<file path="src/rtl/ptr_loop_ctrl.sv">
// Row-major 2-D pointer traversal controller: loads row/column pointers, then
// walks every element, stepping the column pointer and wrapping rows.
module ptr_loop_ctrl (
    input  logic       Clk,
    input  logic       RST,
    input  logic       start,
    input  logic       abort,
    input  logic       step,
    input  logic [7:0] row_base,
    input  logic [7:0] col_base,
    input  logic [7:0] n_rows,
    input  logic [7:0] n_cols,
    output logic [7:0] load_data,
    output logic       rp_wen,
    output logic       rp_inc,
    output logic       cp_wen,
    output logic       cp_inc,
    output logic       busy,
    output logic       done,
    output logic       err,
    output logic [7:0] row_idx,
    output logic [7:0] col_idx,
    output logic       last_elem
);

    typedef enum logic [2:0] {
        S_IDLE, S_LOAD_R, S_LOAD_C, S_RUN, S_ROW_WRAP, S_DONE
    } state_t;

    state_t     state_q, state_d;
    logic [7:0] row_base_q, row_base_d;
    logic [7:0] col_base_q, col_base_d;
    logic [7:0] n_rows_q, n_rows_d;
    logic [7:0] n_cols_q, n_cols_d;
    logic [7:0] row_idx_q, row_idx_d;
    logic [7:0] col_idx_q, col_idx_d;
    logic       err_q, err_d;
    logic       row_last, col_last, live;

    assign row_last = (row_idx_q == n_rows_q - 8'd1);
    assign col_last = (col_idx_q == n_cols_q - 8'd1);

    always_ff @(posedge Clk) begin
        if (RST) begin
            state_q    <= S_IDLE;
            row_base_q <= '0;
            col_base_q <= '0;
            n_rows_q   <= '0;
            n_cols_q   <= '0;
            row_idx_q  <= '0;
            col_idx_q  <= '0;
            err_q      <= 1'b0;
        end else begin
            state_q    <= state_d;
            row_base_q <= row_base_d;
            col_base_q <= col_base_d;
            n_rows_q   <= n_rows_d;
            n_cols_q   <= n_cols_d;
            row_idx_q  <= row_idx_d;
            col_idx_q  <= col_idx_d;
            err_q      <= err_d;
        end
    end

    always_comb begin
        state_d    = state_q;
        row_base_d = row_base_q;
        col_base_d = col_base_q;
        n_rows_d   = n_rows_q;
        n_cols_d   = n_cols_q;
        row_idx_d  = row_idx_q;
        col_idx_d  = col_idx_q;
        err_d      = 1'b0;
        if (state_q != S_IDLE && abort) begin
            state_d = S_IDLE;
        end else begin
            case (state_q)
                S_IDLE: begin
                    if (start) begin
                        if (n_rows == 8'd0 || n_cols == 8'd0) begin
                            err_d = 1'b1;
                        end else begin
                            row_base_d = row_base;
                            col_base_d = col_base;
                            n_rows_d   = n_rows;
                            n_cols_d   = n_cols;
                            row_idx_d  = '0;
                            col_idx_d  = '0;
                            state_d    = S_LOAD_R;
                        end
                    end
                end
                S_LOAD_R: state_d = S_LOAD_C;
                S_LOAD_C: state_d = S_RUN;
                S_RUN: begin
                    if (step) begin
                        if (!col_last)      col_idx_d = col_idx_q + 8'd1;
                        else if (!row_last) state_d   = S_ROW_WRAP;
                        else                state_d   = S_DONE;
                    end
                end
                S_ROW_WRAP: begin
                    row_idx_d = row_idx_q + 8'd1;
                    col_idx_d = '0;
                    state_d   = S_RUN;
                end
                S_DONE:  state_d = S_IDLE;
                default: state_d = S_IDLE;
            endcase
        end
    end

    // Strobes are suppressed in any cycle that is about to be cancelled.
    assign live = !RST && !abort;

    always_comb begin
        load_data = '0;
        rp_wen    = 1'b0;
        rp_inc    = 1'b0;
        cp_wen    = 1'b0;
        cp_inc    = 1'b0;
        done      = 1'b0;
        case (state_q)
            S_LOAD_R: begin
                rp_wen    = live;
                load_data = live ? row_base_q : 8'd0;
            end
            S_LOAD_C: begin
                cp_wen    = live;
                load_data = live ? col_base_q : 8'd0;
            end
            S_RUN:      cp_inc = live && step && !col_last;
            S_ROW_WRAP: begin
                cp_wen    = live;
                rp_inc    = live;
                load_data = live ? col_base_q : 8'd0;
            end
            S_DONE:  done = live;
            default: ;
        endcase
    end

    assign busy      = (state_q != S_IDLE);
    assign err       = err_q;
    assign row_idx   = row_idx_q;
    assign col_idx   = col_idx_q;
    assign last_elem = (state_q == S_RUN) && row_last && col_last;

endmodule

</file>
<file path="config.mk">
export PLATFORM = sky130hd
export DESIGN_NAME = ptr_loop_ctrl
export DESIGN_NICKNAME = d
export VERILOG_FILES = /design/src/rtl/ptr_loop_ctrl.sv
export SDC_FILE = /design/constraint.sdc
export NUM_CORES = 1
export LEC_CHECK = 0
export BUFFER_PORTS_ARGS = -buffer_cell sky130_fd_sc_hd__buf_4
export CAP_MARGIN = 30
export CELL_PAD_IN_SITES_DETAIL_PLACEMENT = 1
export CELL_PAD_IN_SITES_GLOBAL_PLACEMENT = 1
export CORE_UTILIZATION = 38
export CTS_CLUSTER_DIAMETER = 80
export DETAILED_ROUTE_END_ITERATION = 6
export HOLD_SLACK_MARGIN = 0.03
export PLACE_DENSITY = 0.88
export SETUP_SLACK_MARGIN = 0.4
export SYNTH_ARGS = -nofsm -noshare
export SYNTH_HDL_FRONTEND = slang
export SYNTH_SLANG_ARGS = --single-unit
</file>
<file path="constraint.sdc">
create_clock -name Clk -period 3 [get_ports Clk]
set_clock_uncertainty 0.05 [all_clocks]
set_input_delay 0 -clock Clk [delete_from_list [all_inputs] [get_ports Clk]]
set_output_delay 0 -clock Clk [all_outputs]
set_load 0.02 [all_outputs]
</file>
==> impl_metrics.csv <==
group,metric,value,unit
floorplanning,die_h,86.18,µm
route,first_pass_iters,4,
yosys,yosys.area.top_type,"dfxtp_1",
hold_path,hold_depth,4,
yosys,yosysMostFrequentCell,"nand2_1",
sta,fin_crit,2405,ps
sta,setup_viol,0,
clocking,numCtsBuffers,5,
floorplanning,rows,30,
yosys,synth_edf_count,0,
global_route,grtUsageTotal,0.2632,
finish,final_net_count,487,
clocking,cts_sinks,52,
critical_path,path_cells,"nor3_1 -> a31oi_1 -> nor2_1 -> a21oi_2 -> and3_2 -> a31oi_1 -> buf_4 -> or3_1 -> a21oi_1",
sta,fmax,0.4158,GHz
finish,syn2layout_area_growth,40.57,%
critical_path,critPathKind,"reg2reg",
critical_path,path_buf_inv,1,
route,num_vias,2959,
critical_path,end_kind,"register",
yosys,yosys_warnings,0,
clocking,htree_levels,2,
sta,setup_tns,0,ps
critical_path,critPathArrivalTime,2590,ps
critical_path,crit_family,"simple AND/OR/NAND/NOR gates",
critical_path,path_common_cell,"a31oi_1",
critical_path,reg2reg_depth,9,
yosys,yosysSeqAreaShare,0.3866,
yosys,syn_area_per_cell,7.585,µm²
placed_design,dp_hpwl,5705,µm
sta,rsz0062_at_grt,"false",
route,drt-total-wl,9426,µm
power_and_ir_drop,power-per-cell-area,848.6,nW/µm²
clocking,cts_tree,"built",
yosys,synth_cell_types,36,
finish,antenna_cells,0,
critical_path,crit_required,3190,ps
route,drtIter0Drc,116,
yosys,ys.flop_type,"dfxtp_1",
run_status,outcome,"completed",
clocking,clkSlewWorstSetupHoldPaths,90,ps
critical_path,slowest_stage,"dfxtp_1",
yosys,synth.net_count,396,
route,vias_per_cell,5.449,
floorplanning,die_w,86.18,µm
clocking,clock_path_buffers,2,
yosys,yosysTopAreaCellShare,0.3866,
finish,post-route-util,0.5540,
clocking,root_buffer,"clkbuf_8",
sta,slew_violations,0,
floorplanning,io_pins,69,
yosys,yosys-top-cells-area,"dfxtp_1, nand2_1, a21oi_1",
sta,hold_viol_final,0,
route,drtAntennaViolNets,0,
yosys,netlist_area,2693,µm²
yosys,ys_top_cells_by_count,"nand2_1, dfxtp_1, a21oi_1",
floorplanning,die_area,7426,µm²
sta,max_slew_margin,0.5850,
yosys,async_flop_share,0,
global_route,grt_first_pass_wirelength,15260,µm
critical_path,cp_num_cells,9,
route,wl_per_cell,17.36,µm
critical_path,critical-path-max-stage-delay,530,ps
yosys,ys_ff_latch,52,
global_route,grt_start_max_net_pins,48,
power_and_ir_drop,peakVddDrop,455.1,µV
yosys,netlist_instances,355,
global_route,antenna_found_initial,0,
hold_path,hp-class,"in2reg",
critical_path,cp_max_fo,14,
route,drc,0,
global_route,grt_overflow_total,0,
finish,layout-drive-gt1-share,0.2058,
sta,worstMarginPinSlew,617.8,ps
clocking,clk_latency,310,ps
sta,period_share,0.8016,
global_route,grt_pass1_vias,3101,
floorplanning,start_util,0.3941,
placed_design,place_congestion,0.8194,
power_and_ir_drop,leakagePower,1.566,nW
critical_path,startpoint_type,"register",
floorplanning,core-area,6832,µm²
job,drv_cap,0,
placed_design,portBuffers,68,
clocking,post-cts-setup-buffers,0,
-- report_power, final --
group | switching, W | internal, W | leakage (nW)
Clock | 0.000248 | 0.000295 | 0.0645
Sequential | 0.000202 | 0.000863 | 0.426
Combinational | 0.000967 | 0.000638 | 1.08
-- final cells by class --
type,instances,area [µm²]
clock buffers,7,96.34
clock inverters,1,30.03
fillers,864,3047
inverters,8,30.03
multi-input cells,272,1567
flip-flops and latches,52,1044
well taps,96,120.1
repair buffers,107,898.4
-- path summary, 6_finish.rpt --
kind | from | to | slack, ps
setup / recovery | state_q[0] | col_idx[6] | 600
hold / removal | abort | state_q[1] | 90
setup reg to reg | state_q[0] | col_idx[6] | 600
hold reg to reg | row_base_q[5] | row_base_q[5] | 410
-- metal layers --
layer | part of all wire | GRT usage | vias to the layer above
li1 | - | - | 1408
met1 | 0.41 | 0.2895 | 1452
met2 | 0.54 | 0.5007 | 75
met3 | 0.033 | 0.04667 | 24
met4 | 0.022 | 0.09848 | 0
met5 | 0 | 0 | -
-- placed cells by master (no fill, tap or decap), types with 2 or more instances in the layout --
cell type	count
o21ai_0	10
nand3_1	4
dfxtp_1	50
nand4_1	9
and3_1	4
nor3_1	10
a22o_1	8
nor2_1	21
nor2b_1	2
a31oi_1	5
nor3b_1	3
nand3b_1	3
buf_4	73
nor4_1	7
or3_1	6
mux2i_1	3
dfxtp_2	2
nor4b_1	2
clkbuf_8	7
inv_1	8
dlygate4sd3_1	33
xor2_1	17
a21oi_1	45
ha_1	4
a32oi_1	2
nand2_1	80
xnor2_1	11
-- worst register-to-register path: cells and delay by family, from the launching register on --
kind / cells / cell delay (ps)
AND/OR/NAND/NOR: 4 / 920
buffers and inverters: 1 / 190
flip-flops: 1 / 530
AO/OA/AOI/OAI: 4 / 630
-- metrics by stage --
step | power (W) | hold slack, ps | cell area (µm²) | cells | setup slack (ps)
2_1_floorplan | 0.002114 | 38.67 | 2693 | 355 | 682.3
3_3_place_gp | 0.002471 | 195.9 | 3292 | 502 | 718.5
3_5_place_dp | 0.002548 | 207.2 | 3292 | 502 | 493.4
4_1_cts | 0.003125 | 50.43 | 3749 | 543 | 451.8
5_1_grt | 0.003438 | 107.3 | 3785 | 543 | 408.8
6_report | 0.003212 | 85.36 | 3785 | 543 | 595.1
-- sequential cells by signal, indices dropped and copies added, names as in the netlist --
signal and cells:
col_base_q 8, n_rows_q 8, state_q 3, col_idx 8, row_idx 8, err 1, n_cols_q 8, row_base_q 8
-- what timing repair did --
item                                    4_1_cts  5_1_grt
endpoints found under the setup margin        0       13
hold buffers                                 33        0
endpoints found under the hold margin        34        0
resized for setup                             0        8
-- kinds of logic after synthesis --
group | count (synthesis) | share of synthesized area
simple gates | 160 | 0.2783
compound gates | 76 | 0.1650
flops | 52 | 0.3866
buf+inv | 31 | 0.04600
xor+xnor | 29 | 0.09433
fa+ha+maj | 4 | 0.01859
mux | 3 | 0.01115
Note: power is estimated with default switching activity, not from simulation.
